`src/rtl/decoder_fixed_point_seq.sv`:
```
// Sequential fixed-point decoder layer: out[j] = b[j] + sum_i x[i]*w[j][i],
// computed by one shared multiply-accumulate unit, valid/ready on both sides.

module fxp_mul #(
   parameter int BITSIZE   = 32,
   parameter int FRAC_BITS = 16
) (
   input  logic [BITSIZE-1:0] a,
   input  logic [BITSIZE-1:0] b,
   output logic [BITSIZE-1:0] p
);
   logic signed [2*BITSIZE-1:0] full;

   assign full = $signed({{BITSIZE{a[BITSIZE-1]}}, a}) * $signed({{BITSIZE{b[BITSIZE-1]}}, b});
   // Arithmetic shift floors toward -inf; the low word is kept with no saturation.
   assign p = BITSIZE'(full >>> FRAC_BITS);
endmodule

module decoder_fixed_point_seq #(
   parameter int N_input   = 4,
   parameter int M_output  = 9,
   parameter int BITSIZE   = 32,
   parameter int FRAC_BITS = 16
) (
   input  logic                                  clk,
   input  logic                                  rst,
   input  logic                                  in_valid,
   output logic                                  in_ready,
   input  logic [N_input*BITSIZE-1:0]            x,
   input  logic [N_input*M_output*BITSIZE-1:0]   w,
   input  logic [M_output*BITSIZE-1:0]           b,
   output logic                                  out_valid,
   input  logic                                  out_ready,
   output logic [M_output*BITSIZE-1:0]           out
);
   localparam int IW = (N_input > 1) ? $clog2(N_input) : 1;
   localparam int JW = (M_output > 1) ? $clog2(M_output) : 1;
   localparam int KW = (N_input*M_output > 1) ? $clog2(N_input*M_output) : 1;

   typedef enum logic [1:0] {IDLE, MAC, DONE} state_t;

   typedef struct packed {
      logic [M_output-1:0][BITSIZE-1:0]         b;
      logic [M_output*N_input-1:0][BITSIZE-1:0] w;
      logic [N_input-1:0][BITSIZE-1:0]          x;
   } vec_t;

   state_t                            state, state_nxt;
   vec_t                              vec;
   logic [IW-1:0]                     i;
   logic [JW-1:0]                     j, jn;
   logic [KW-1:0]                     k;
   logic [BITSIZE-1:0]                acc, p, s;
   logic [M_output-1:0][BITSIZE-1:0]  out_q;
   logic                              accept, last_i, last_j;

   // k walks the weight array linearly, so it always equals j*N_input+i.
   fxp_mul #(.BITSIZE(BITSIZE), .FRAC_BITS(FRAC_BITS)) u_mul (
      .a (vec.x[i]),
      .b (vec.w[k]),
      .p (p)
   );

   assign s        = acc + p;
   assign in_ready = (state == IDLE) & ~rst;
   assign accept   = in_valid & in_ready;
   assign last_i   = (i == IW'(N_input-1));
   assign last_j   = (j == JW'(M_output-1));
   assign jn       = last_j ? '0 : j + 1'b1;
   assign out      = out_q;

   always_comb begin
      state_nxt = state;
      case (state)
         IDLE:    if (accept) state_nxt = MAC;
         MAC:     if (last_i && last_j) state_nxt = DONE;
         DONE:    if (out_ready) state_nxt = IDLE;
         default: state_nxt = IDLE;
      endcase
   end

   always_ff @(posedge clk) begin
      if (rst) state <= IDLE;
      else     state <= state_nxt;
   end

   always_ff @(posedge clk) begin
      if (rst) begin
         out_valid <= 1'b0;
         out_q     <= '0;
         i         <= '0;
         j         <= '0;
         k         <= '0;
         acc       <= '0;
      end else begin
         case (state)
            IDLE: begin
               if (accept) begin
                  vec <= '{b: b, w: w, x: x};
                  i   <= '0;
                  j   <= '0;
                  k   <= '0;
                  acc <= b[BITSIZE-1:0];
               end
            end
            MAC: begin
               k <= k + 1'b1;
               if (!last_i) begin
                  acc <= s;
                  i   <= i + 1'b1;
               end else begin
                  out_q[j] <= s;
                  i        <= '0;
                  // Preload the next row's bias; the value after the last row is unused.
                  acc      <= vec.b[jn];
                  if (last_j) out_valid <= 1'b1;
                  else        j <= j + 1'b1;
               end
            end
            DONE: begin
               if (out_ready) out_valid <= 1'b0;
            end
            default: ;
         endcase
      end
   end
endmodule

```
`config.mk`:
```
export PLATFORM = sky130hd
export DESIGN_NAME = decoder_fixed_point_seq
export DESIGN_NICKNAME = d
export VERILOG_FILES = /design/src/rtl/decoder_fixed_point_seq.sv
export SDC_FILE = /design/constraint.sdc
export NUM_CORES = 2
export LEC_CHECK = 0
export BUFFER_PORTS_ARGS = -buffer_cell sky130_fd_sc_hd__buf_2
export CORE_AREA = 4 4 725 727
export DETAILED_ROUTE_END_ITERATION = 8
export DIE_AREA = 0 0 729 731
export GPL_TIMING_DRIVEN = 0
export SYNTH_ARGS = -nofsm -noshare
export SYNTH_HDL_FRONTEND = slang
export SYNTH_SLANG_ARGS = --single-unit
export TNS_END_PERCENT = 1
```
`constraint.sdc`:
```
create_clock -name clk -period 92.5 [get_ports clk]
set_input_delay 27.75 -clock clk [delete_from_list [all_inputs] [get_ports clk]]
set_output_delay 27.75 -clock clk [all_outputs]
set_load 0.01 [all_outputs]
```
==> load_flow_metrics.sql <==
INSERT INTO impl_metrics (metric_group, metric, value, unit) VALUES
('global_route', 'grt-ovfl-total', '0', ''),
('job', 'drv.max_cap_violation_count', '2', ''),
('die', 'initial_utilization', '19.6', '%'),
('die', 'std_cell_rows', '265', ''),
('die', 'die_w', '729', 'microns'),
('yosys', 'syn_area', '102000', 'sq um'),
('yosys', 'synthDominantAreaCellType', 'edfxtp_1', ''),
('yosys', 'yosysUniqueCellTypes', '82', ''),
('drt', 'drtIter0Drc', '8262', ''),
('drt', 'detailedRoute.firstPassIterationCount', '6', ''),
('sta', 'hold_violations', '0', ''),
('clocking', 'max-clock-path-buffers', '4', ''),
('yosys', 'syn-instance-count', '7756', ''),
('sta', 'whs', '0.454', 'ns'),
('clocking', 'post_cts_resize_count', '0', ''),
('clocking', 'clkLatencyLatePin', '0.95', 'ns'),
('layout', 'drive_above_1_share', '27.6', '%'),
('placed_design', 'buffer_ports.inserted', '1861', ''),
('clocking', 'tritoncts.num_buffers', '216', ''),
('critical_path', 'critical_path.startpoint', 'rst', ''),
('sta', 'rsz_0062_raised_after_global_routing', 'no', ''),
('die', 'core_area', '520000', 'sq um'),
('global_route', 'maximum_number_of_pins_on_one_net_before_global_route_repair', '71', ''),
('clocking', 'clockRootBuffer', 'clkbuf_16', ''),
('global_route', 'grt_first_pass_wirelength', '650', 'mm'),
('layout', 'layout_common_cells', 'buf_2, edfxtp_1, nor2_1', ''),
('critical_path', 'worstSetupStartpointType', 'primary input', ''),
('sta', 'timing_worst_slew_pin_value', '1.63', 'ns'),
('layout', 'num-nets-final', '12500', ''),
('yosys', 'synth-warning-count', '0', ''),
('die', 'floorplan_die_area', '533000', 'sq um'),
('critical_path', 'criticalPathCategory', 'in2out', ''),
('sta', 'achievable-frequency', '0.0178', 'GHz'),
('yosys', 'synth-seq-cells', '1903', ''),
('placed_design', 'place_hpwl', '423', 'mm'),
('clocking', 'tritoncts_num_sinks', '1903', ''),
('clocking', 'cts-hold-fix-buffers', '0', ''),
('global_route', 'antenna_found_initial', '205', ''),
('run_status', 'failed_checks', 'capacitance limit, slew limit', ''),
('clocking', 'cts_post_setup_buffers_inserted', '0', ''),
('layout', 'final_cell_count_no_fill', '17200', ''),
('clocking', 'h-tree-depth', '4', ''),
('drt', 'viasPerCell', '4.36', ''),
('drt', 'final_antenna_net_count', '0', ''),
('drt', 'routed_wire_length_per_instance', '29.3', 'microns'),
('critical_path', 'cp.required', '64.75', 'ns'),
('drt', 'drt-total-wl', '502', 'mm'),
('layout', 'final_common_cell', 'buf_2', ''),
('sta', 'fin_crit_sh', '60.6', '%'),
('critical_path', 'worstSetupEndpointType', 'output pin', ''),
('placed_design', 'gpl_congestion', '0.940', ''),
('yosys', 'synth_enable_flop_cells', '1568', ''),
('yosys', 'netlist.area_leader.share', '46.2', '%'),
('drt', 'num_vias', '74800', ''),
('yosys', 'post_synth_main_area_contributors', 'edfxtp_1, fa_1, mux4_2', ''),
('global_route', 'grt_pass1_vias', '74300', ''),
('sta', 'period_minus_slack', '56.08', 'ns'),
('min_path', 'hold_class', 'reg2reg', ''),
('clocking', 'clk_transition_reported_paths', '0.06', 'ns'),
('layout', 'syn2layout_area_growth', '26.8', '%'),
('sta', 'timing.clock.skew', '0.171', 'ns'),
('critical_path', 'timing.rr.start', 'k[1]', ''),
('sta', 'maxSlewViolCount', '20', ''),
('yosys', 'seq_area_frac_synth', '52.8', '%'),
('sta', 'max_slew_margin', '-9.27', '%'),
('yosys', 'synth_area_per_cell', '13.1', 'sq um'),
('yosys', 'synth.net_count', '10400', ''),
('critical_path', 'path_max_fanout', '4', ''),
('clocking', 'tritoncts', 'done', ''),
('yosys', 'ys_dominant_reg_cell', 'edfxtp_1', ''),
('drt', 'drt_drc_violations_left', '0', ''),
('sta', 'setup_viol', '0', ''),
('min_path', 'hold_path_start', 'out[247]', ''),
('die', 'top_level_ports', '1862', ''),
('placed_design', 'dp.cells', '16600', ''),
('layout', 'layout.filler_cells', '54800', ''),
('die', 'die_h', '731', 'microns'),
('critical_path', 'arrival_time_at_the_worst_endpoint', '28.33', 'ns'),
('global_route', 'gr-usage-all-layers', '18.1', '%'),
('run_status', 'run_status', 'finished with violations', ''),
('yosys', 'async_reset_ff_share', '0', '%');
[layout make-up]
cell class	instances	area, sq um	share of cell area (%)
Sequential cell	1903	53800	41.6
Clock buffer	277	5770	4.46
Timing Repair Buffer	1942	10900	8.45
Buffer	439	1910	1.48
Antenna cell	133	333	0.257
Clock inverter	118	1250	0.964
Tap cell	6942	8690	6.72
Inverter	861	3230	2.50
Multi-Input combinational cell	4553	43400	33.6
[through the flow]
stage               worst slack, ns  cell area, sq um   TNS, ns  utilization [%]
floorplan                     19.17            102000         0                -
global placement              -2.85            120000  -1941.25             23.1
detailed placement            36.44            122000         0             23.5
CTS                           36.43            129000         0             24.8
global route                  36.41            129000         0             24.8
finish                        36.42            129000         0             24.9
[synth_stat cells (47+ instances only)]
library cell	n
edfxtp_1	1568
nor2_1	1020
inv_1	860
fa_1	839
nand2_1	651
a21oi_1	367
dfxtp_1	335
clkbuf_1	332
mux4_2	298
ha_1	204
mux2i_1	134
nand2b_1	123
o21ai_0	89
a211oi_1	75
xnor2_1	63
a21o_1	56
mux2_2	54
nor2b_1	47
[worst paths after layout]
kind	to	slack (ns)	depth (start not counted)
worst max-delay path	in_ready	36.42	3
worst min-delay path	out[247]	0.45	2
worst max register to register	acc[31]	73.58	49
worst min register to register	out[247]	0.45	2
[kinds of logic (layout without fill, tap and decap cells)]
logic type,after synthesis,in the layout,synth area share [%]
adders and majority gates,1043,1043,19.0
muxes,486,486,8.50
AOI/OAI and AO/OA,882,882,5.41
buffers and inverters,1300,3637,5.02
and+or+nand+nor,2053,2053,8.46
DFF,1903,1903,52.8
other,0,133,0
xor gates and xnor gates,89,89,0.862
[flip-flops by register name, indices dropped and copies added, names as in the netlist]
register and count:
k 6, out 288, j 4, acc 32, vec 1568, i 2
state 2, out_valid 1
[critical path, stage by stage]
cell and delay, ns:
buf_2 0.13, nor3_1 0.21, buf_2 0.23
[per-layer routing]
layer / vias to the layer above / global-route usage (%) / routed length, microns
li1: 31200 / - / -
met1: 38200 / 21.8 / 188000
met2: 4410 / 29.4 / 234000
met3: 1014 / 5.04 / 48500
met4: 56 / 9.51 / 31200
met5: - / 0 / 411
Power is left out: the tool's default activity adds up to more than one toggle a clock period on the data nets, which glitch-free logic cannot reach.
